File: src/rtl/regfile_param.sv
// regfile_param: parametrised 2-read/1-write register file with a per-register pending-write scoreboard.
// Reads are registered (1 cycle); re=0 holds out1/out2/busy1/busy2 for stalls, with no other backpressure.
module regfile_param #(
  parameter int XLEN     = 32,
  parameter int NREGS    = 32,
  parameter int ADDR_W   = 5,
  parameter int ZERO_REG = 1,
  parameter int BYPASS   = 1
) (
  input  logic              clock,
  input  logic              reset,
  input  logic [ADDR_W-1:0] rs1,
  input  logic [ADDR_W-1:0] rs2,
  input  logic              re,
  input  logic [ADDR_W-1:0] rd,
  input  logic              we,
  input  logic [XLEN-1:0]   inf,
  input  logic              sb_set,
  input  logic [ADDR_W-1:0] sb_rd,
  output logic [XLEN-1:0]   out1,
  output logic [XLEN-1:0]   out2,
  output logic              busy1,
  output logic              busy2
);

  localparam int IW = (NREGS > 1) ? $clog2(NREGS) : 1;

  logic [XLEN-1:0]  rf [NREGS];
  logic [NREGS-1:0] pend;
  logic [NREGS-1:0] pend_nxt;

  // A register number is "real" when it is implemented and not the hardwired zero.
  function automatic logic valid_reg(input logic [ADDR_W-1:0] r);
    return (int'(r) < NREGS) && !((ZERO_REG != 0) && (r == '0));
  endfunction

  logic          wr_ok, set_ok, rs1_ok, rs2_ok;
  logic [IW-1:0] rd_i, sb_i, rs1_i, rs2_i;

  assign wr_ok  = we && valid_reg(rd);
  assign set_ok = sb_set && valid_reg(sb_rd);
  assign rs1_ok = valid_reg(rs1);
  assign rs2_ok = valid_reg(rs2);
  assign rd_i   = rd[IW-1:0];
  assign sb_i   = sb_rd[IW-1:0];
  assign rs1_i  = rs1[IW-1:0];
  assign rs2_i  = rs2[IW-1:0];

  // Set is applied after clear so a re-issued producer stays outstanding.
  always_comb begin
    pend_nxt = pend;
    if (wr_ok)  pend_nxt[rd_i] = 1'b0;
    if (set_ok) pend_nxt[sb_i] = 1'b1;
  end

  logic [XLEN-1:0] rdata1, rdata2;
  logic            rbusy1, rbusy2;

  always_comb begin
    rdata1 = '0;
    rdata2 = '0;
    if (rs1_ok) rdata1 = ((BYPASS != 0) && wr_ok && (rd == rs1)) ? inf : rf[rs1_i];
    if (rs2_ok) rdata2 = ((BYPASS != 0) && wr_ok && (rd == rs2)) ? inf : rf[rs2_i];
    rbusy1 = rs1_ok && pend_nxt[rs1_i];
    rbusy2 = rs2_ok && pend_nxt[rs2_i];
  end

  always_ff @(posedge clock) begin
    if (reset) begin
      for (int i = 0; i < NREGS; i++) rf[i] <= '0;
      pend  <= '0;
      out1  <= '0;
      out2  <= '0;
      busy1 <= 1'b0;
      busy2 <= 1'b0;
    end else begin
      if (wr_ok) rf[rd_i] <= inf;
      pend <= pend_nxt;
      if (re) begin
        out1  <= rdata1;
        out2  <= rdata2;
        busy1 <= rbusy1;
        busy2 <= rbusy2;
      end
    end
  end

endmodule

File: config.mk
export PLATFORM = sky130hd
export DESIGN_NAME = regfile_param
export DESIGN_NICKNAME = d
export VERILOG_FILES = /design/src/rtl/regfile_param.sv
export SDC_FILE = /design/constraint.sdc
export NUM_CORES = 2
export LEC_CHECK = 0
export ABC_CLOCK_PERIOD_IN_PS = 9800
export BUFFER_PORTS_ARGS = -buffer_cell sky130_fd_sc_hd__buf_4
export CORE_UTILIZATION = 50
export DETAILED_ROUTE_END_ITERATION = 10
export MAX_ROUTING_LAYER = met4
export PLACE_DENSITY = 0.66
export RECOVER_POWER = 25
export SLEW_MARGIN = 10
export SYNTH_ARGS = -nofsm -noshare
export SYNTH_HDL_FRONTEND = slang
export SYNTH_SLANG_ARGS = --single-unit
export TNS_END_PERCENT = 1
File: constraint.sdc
create_clock -name clock -period 9.8 [get_ports clock]
set_input_delay 1.47 -clock clock [delete_from_list [all_inputs] [get_ports clock]]
set_output_delay 1.47 -clock clock [all_outputs]
set_load 0.01 [all_outputs]
-- After elaboration in Yosys (flattened, before gate mapping)
Memories as Yosys holds them, arrays and structs flattened.
Cells that the tools add are included.
- register bits after elaboration: 98
- RAM bits: 1024
- input port bits: 57
- output and inout bits: 66
- logic and storage cells: 56
- memories kept: 1
- memories (memory ; depth ; width ; read ports ; clocked after memory_dff ; write ports ; line ; source):
    rf ; 32 ; 32 ; 2 ; 0 ; 32 ; 28 ; logic [XLEN-1:0] rf [NREGS];
- order comparisons: 6
- equal/unequal tests: 2
- mux-type cells: 22
- bitwise logic cells: 3
- reduce and logical (&&, ||, !) cells: 17
- operators by type and width (cell ; count):
    $mux 32 ; 7
    $and 32x32->32 ; 1
    $not 32->32 ; 1
    $or 32x32->32 ; 1
    $reduce_or 32->1 ; 1
    $lt 5x6->1 const B ; 4
    $logic_not 5->1 ; 4
    $bmux 1 s5 ; 2
    $demux 1 s5 ; 2
    $eq 5x5->1 ; 2
    $ge 5x1->1 const B ; 2
    $mux 1 ; 10
    $logic_and 1x1->1 ; 8
    $mux 5 ; 1
    $logic_not 1->1 ; 4

-- Logic depth before layout (Yosys ltp)
- depth in word-level cells: 12
- depth in mapped cells: 10
- mapped depth without buffers: 7

-- Worst setup path before layout
No wires, ideal clock.
- path kind: input to register
- from: input port rd[1]
- to: memory rf[12][0] (enable)
- library setup time: 0.428 ns
- arrival: 3.871 ns
- required time: 9.372 ns
- path slack: 5.501 ns
- stages on the path: 5
- buffers on the path: 3
- path through: buf_4 -> or3b_1 -> buf_2 -> clkbuf_1 -> o21bai_1
- RTL lines (what ; line ; source):
    from (decl) ; 15 ; input logic [ADDR_W-1:0] rd,
    to (decl) ; 28 ;

==> results by group <==
Global route
  • First-pass GRT wire length: about 300000 um
  • Total track usage: a little over a third
  • GR met3 Demand/Resource: 6.70%
  • Top Usage Layer GRT: met2
  • GR Util met1: 45.5%
  • GR Overflow Total: 0
  • Initial antenna violation count: 23
  • Pin count of the biggest net entering global routing: 124
  • Met2 GRT Util: around 56%
  • Number of global-route vias before repair: approximately 41000

STA
  • Slew HR: -187%
  • Fmax: 0.142 GHz
  • Setup_tns: 0 ns
  • Final-report max-slew violation count: 548
  • Worst slew pin tran: between 4 and 5 ns
  • Period Utilization, post-route: a little under three quarters
  • Final hold violations: 0
  • Unrepaired setup endpoints after global routing: false
  • Skew final: 0.0220 ns
  • Fin crit period: 7.02 ns
  • Final setup violation count: 0

Place
  • Port bufs: 122
  • RePlAce Congestion: 0.888
  • Dpl hpwl: 111000 um

Die
  • Total die area: 121000 um2
  • Ports: 123
  • Die Ht: 347 um
  • Initial core utilization: 50.5%
  • # rows: 126
  • Core area: 118000 um2
  • Die width: 347 um

Hold path
  • Min-Delay Path Class: register to register
  • Hold EP: pend[0]
  • Hold Path Cell Cnt: 1
  • Worst hold start: pend[0]

Setup path
  • Critical path data required time: between 10 and 15 ns
  • Setup CP Type: input port to register
  • FF-to-FF setup slack: just under 8 ns
  • Reg-to-reg startpoint: rf[16][24]
  • Worst R2R End: out2[24]
  • CP arrival: a little over 7 ns
  • CP Launch Type: input port
  • CP Capture Type: register
  • R2R depth: 6
  • Critical Path Fanout Max: 47

Pwr
  • VDD IR max: about 0.16 mV
  • Clk pwr share: around 40%
  • Int Power: 8.75 mW
  • Net Switching: 2.98 mW
  • Leakage: 23.0 nW
  • Comb pwr share: a little under an eighth
  • Switching Share: 25.4%
  • Sequential Power Share: 48.3%
  • Pwr Density: 179 nW/um2

Clock network
  • CTS Buf Count: around 120
  • Post-CTS Hold Fix Bufs: 0
  • TritonCTS clock tree: done
  • Latest clock arrival within the worst-skew pair: 0.73 ns
  • Clock-pin transition on the worst setup and hold timing paths: 0.06 ns
  • Total number of H-tree levels: 3
  • Post-CTS setup buffer count: 0
  • Clk sinks: 1122
  • Clock Tree Buf Depth: 3
  • Root Driver: clkbuf_16
  • Post-CTS Resized: 0

Logic synthesis
  • Sequential-to-total area share from yosys stat: a little over half
  • Syn avg cell area: 12.9 um2
  • Dominant synthesized flop cell: edfxtp_1
  • Commonest cells in the netlist: edfxtp_1, and2_1, mux2i_1
  • Number of library cell types mapped by synthesis: 58
  • Synth async-reset ratio: 0%
  • Synth Warn #: 0
  • Dominant cell by count in the synthesized netlist: edfxtp_1
  • Gate Count Post-Synth: 4614
  • Synthesized area: 59600 um2
  • Post-synthesis register bit count: 1122
  • EDFF count, synth: 1024
  • Yosys top cell by area: edfxtp_1
  • Synth top area share: 51.6%
  • Dominant cells by area after synthesis: edfxtp_1, and2_1, mux4_2, mux2i_1, dfxtp_1

Run
  • Max-cap violations: 27

Final layout
  • Seq. cell area: around 33000 um2
  • Number of fill cells in the layout: 9479
  • Area growth from synthesis to layout: 10.1%
  • Nets: 4574
  • Area of the multi-input gates: 25400 um2
  • Ratio of cells with drive above 1 in the final layout: 16.9%
  • Core Util, Final: 55.6%

Detailed routing
  • DR iter-0 viols: 6831
  • Post-route ant nets: 0
  • Drt wl/cell: 35.1 um
  • Vias/cell: slightly below 7
  • TritonRoute pass-1 iters: 6
  • Routed vias: ~42000
  • Post-Route WL: 217000 um
  • Post-route DRC: 0

Run status
  • Failing checks: capacitance limit, slew limit
  • Outcome: complete, but fails checks
-- how the worst max path moves through the flow --
stage,start,endpoint,cells after the start
2_1_floorplan,rd[1],rf[12][0],5
3_3_place_gp,rs1[2],out1[12],6
3_5_place_dp,rs1[2],out1[15],6
4_1_cts,rs1[2],out1[5],6
5_1_grt,reset,rf[8][14],3
6_report,reset,rf[10][15],3
-- metrics by stage --
| step | hold slack [ns] | power, mW | setup slack (ns) | std cells | cell area (um2) |
|---|---|---|---|---|---|
| global route | 0.504 | 12.0 | 3.05 | 6162 | 65600 |
| global placement | 0.465 | 7.10 | 5.17 | 5932 | 62100 |
| CTS | 0.482 | 11.7 | 5.92 | 6155 | 66200 |
| detailed placement | 0.473 | 7.12 | 5.15 | 5932 | 62100 |
| finish | 0.483 | 11.7 | 2.78 | 6177 | 65600 |
| floorplan | 0.458 | 6.56 | 5.50 | 4645 | 59700 |
-- cell usage in the layout, fill, tap and decap left out, types with 124 or more instances in the layout --
master	count
a21oi_1	154
a221oi_1	124
a22oi_1	189
and2_1	925
buf_4	140
edfxtp_1	1024
mux2_2	127
mux2i_1	376
mux4_2	273
o21ai_0	325
-- metal layers --
metal  vias to the layer above  routed length, um
li1                      17300                  -
met1                     21300              77400
met2                      3137             101000
met3                       724              25200
met4                         0              13100
met5                         -                  0
-- logic make-up (layout without fill, tap and decap cells) --
logic type / Yosys count / after routing / share of synthesized area [%]
simple gates: 1283 / 1283 / 12.7
flops: 1122 / 1122 / 54.9
compound gates: 940 / 940 / 9.93
mux: 776 / 776 / 19.0
buf+inv: 482 / 456 / 3.37
xor+xnor: 10 / 10 / 0.147
other cells: 1 / 54 / 0.00629
-- registers in the layout, summed over array words and instances (netlist names) --
signal / flops
rf: 1024
out1: 32
out2: 32
pend: 32
busy1: 1
busy2: 1
-- worst max-delay path: stages --
cell and delay, ns:
clkbuf_1 2.45, o21bai_2 0.46, clkbuf_1 2.76
-- power by group through the flow --
stage                     combinational, mW  clock (mW)  sequential (mW)
after floorplan                       0.851           0             5.70
after global placement                 1.36           0             5.74
after detailed placement               1.37           0             5.75
after CTS                              1.37        4.69             5.66
after global routing                   1.42        4.86             5.69
final                                  1.37        4.68             5.67
-- final cells by class --
cell class	count	area share [%]
Sequential cell	1122	49.8
Antenna cell	22	0.0839
Tap cell	1536	2.93
Multi-Input combinational cell	3041	38.7
Clock buffer	181	5.35
Inverter	5	0.0305
Clock inverter	42	0.774
Timing Repair Buffer	228	2.33
Power figures use the tool's default switching activity.
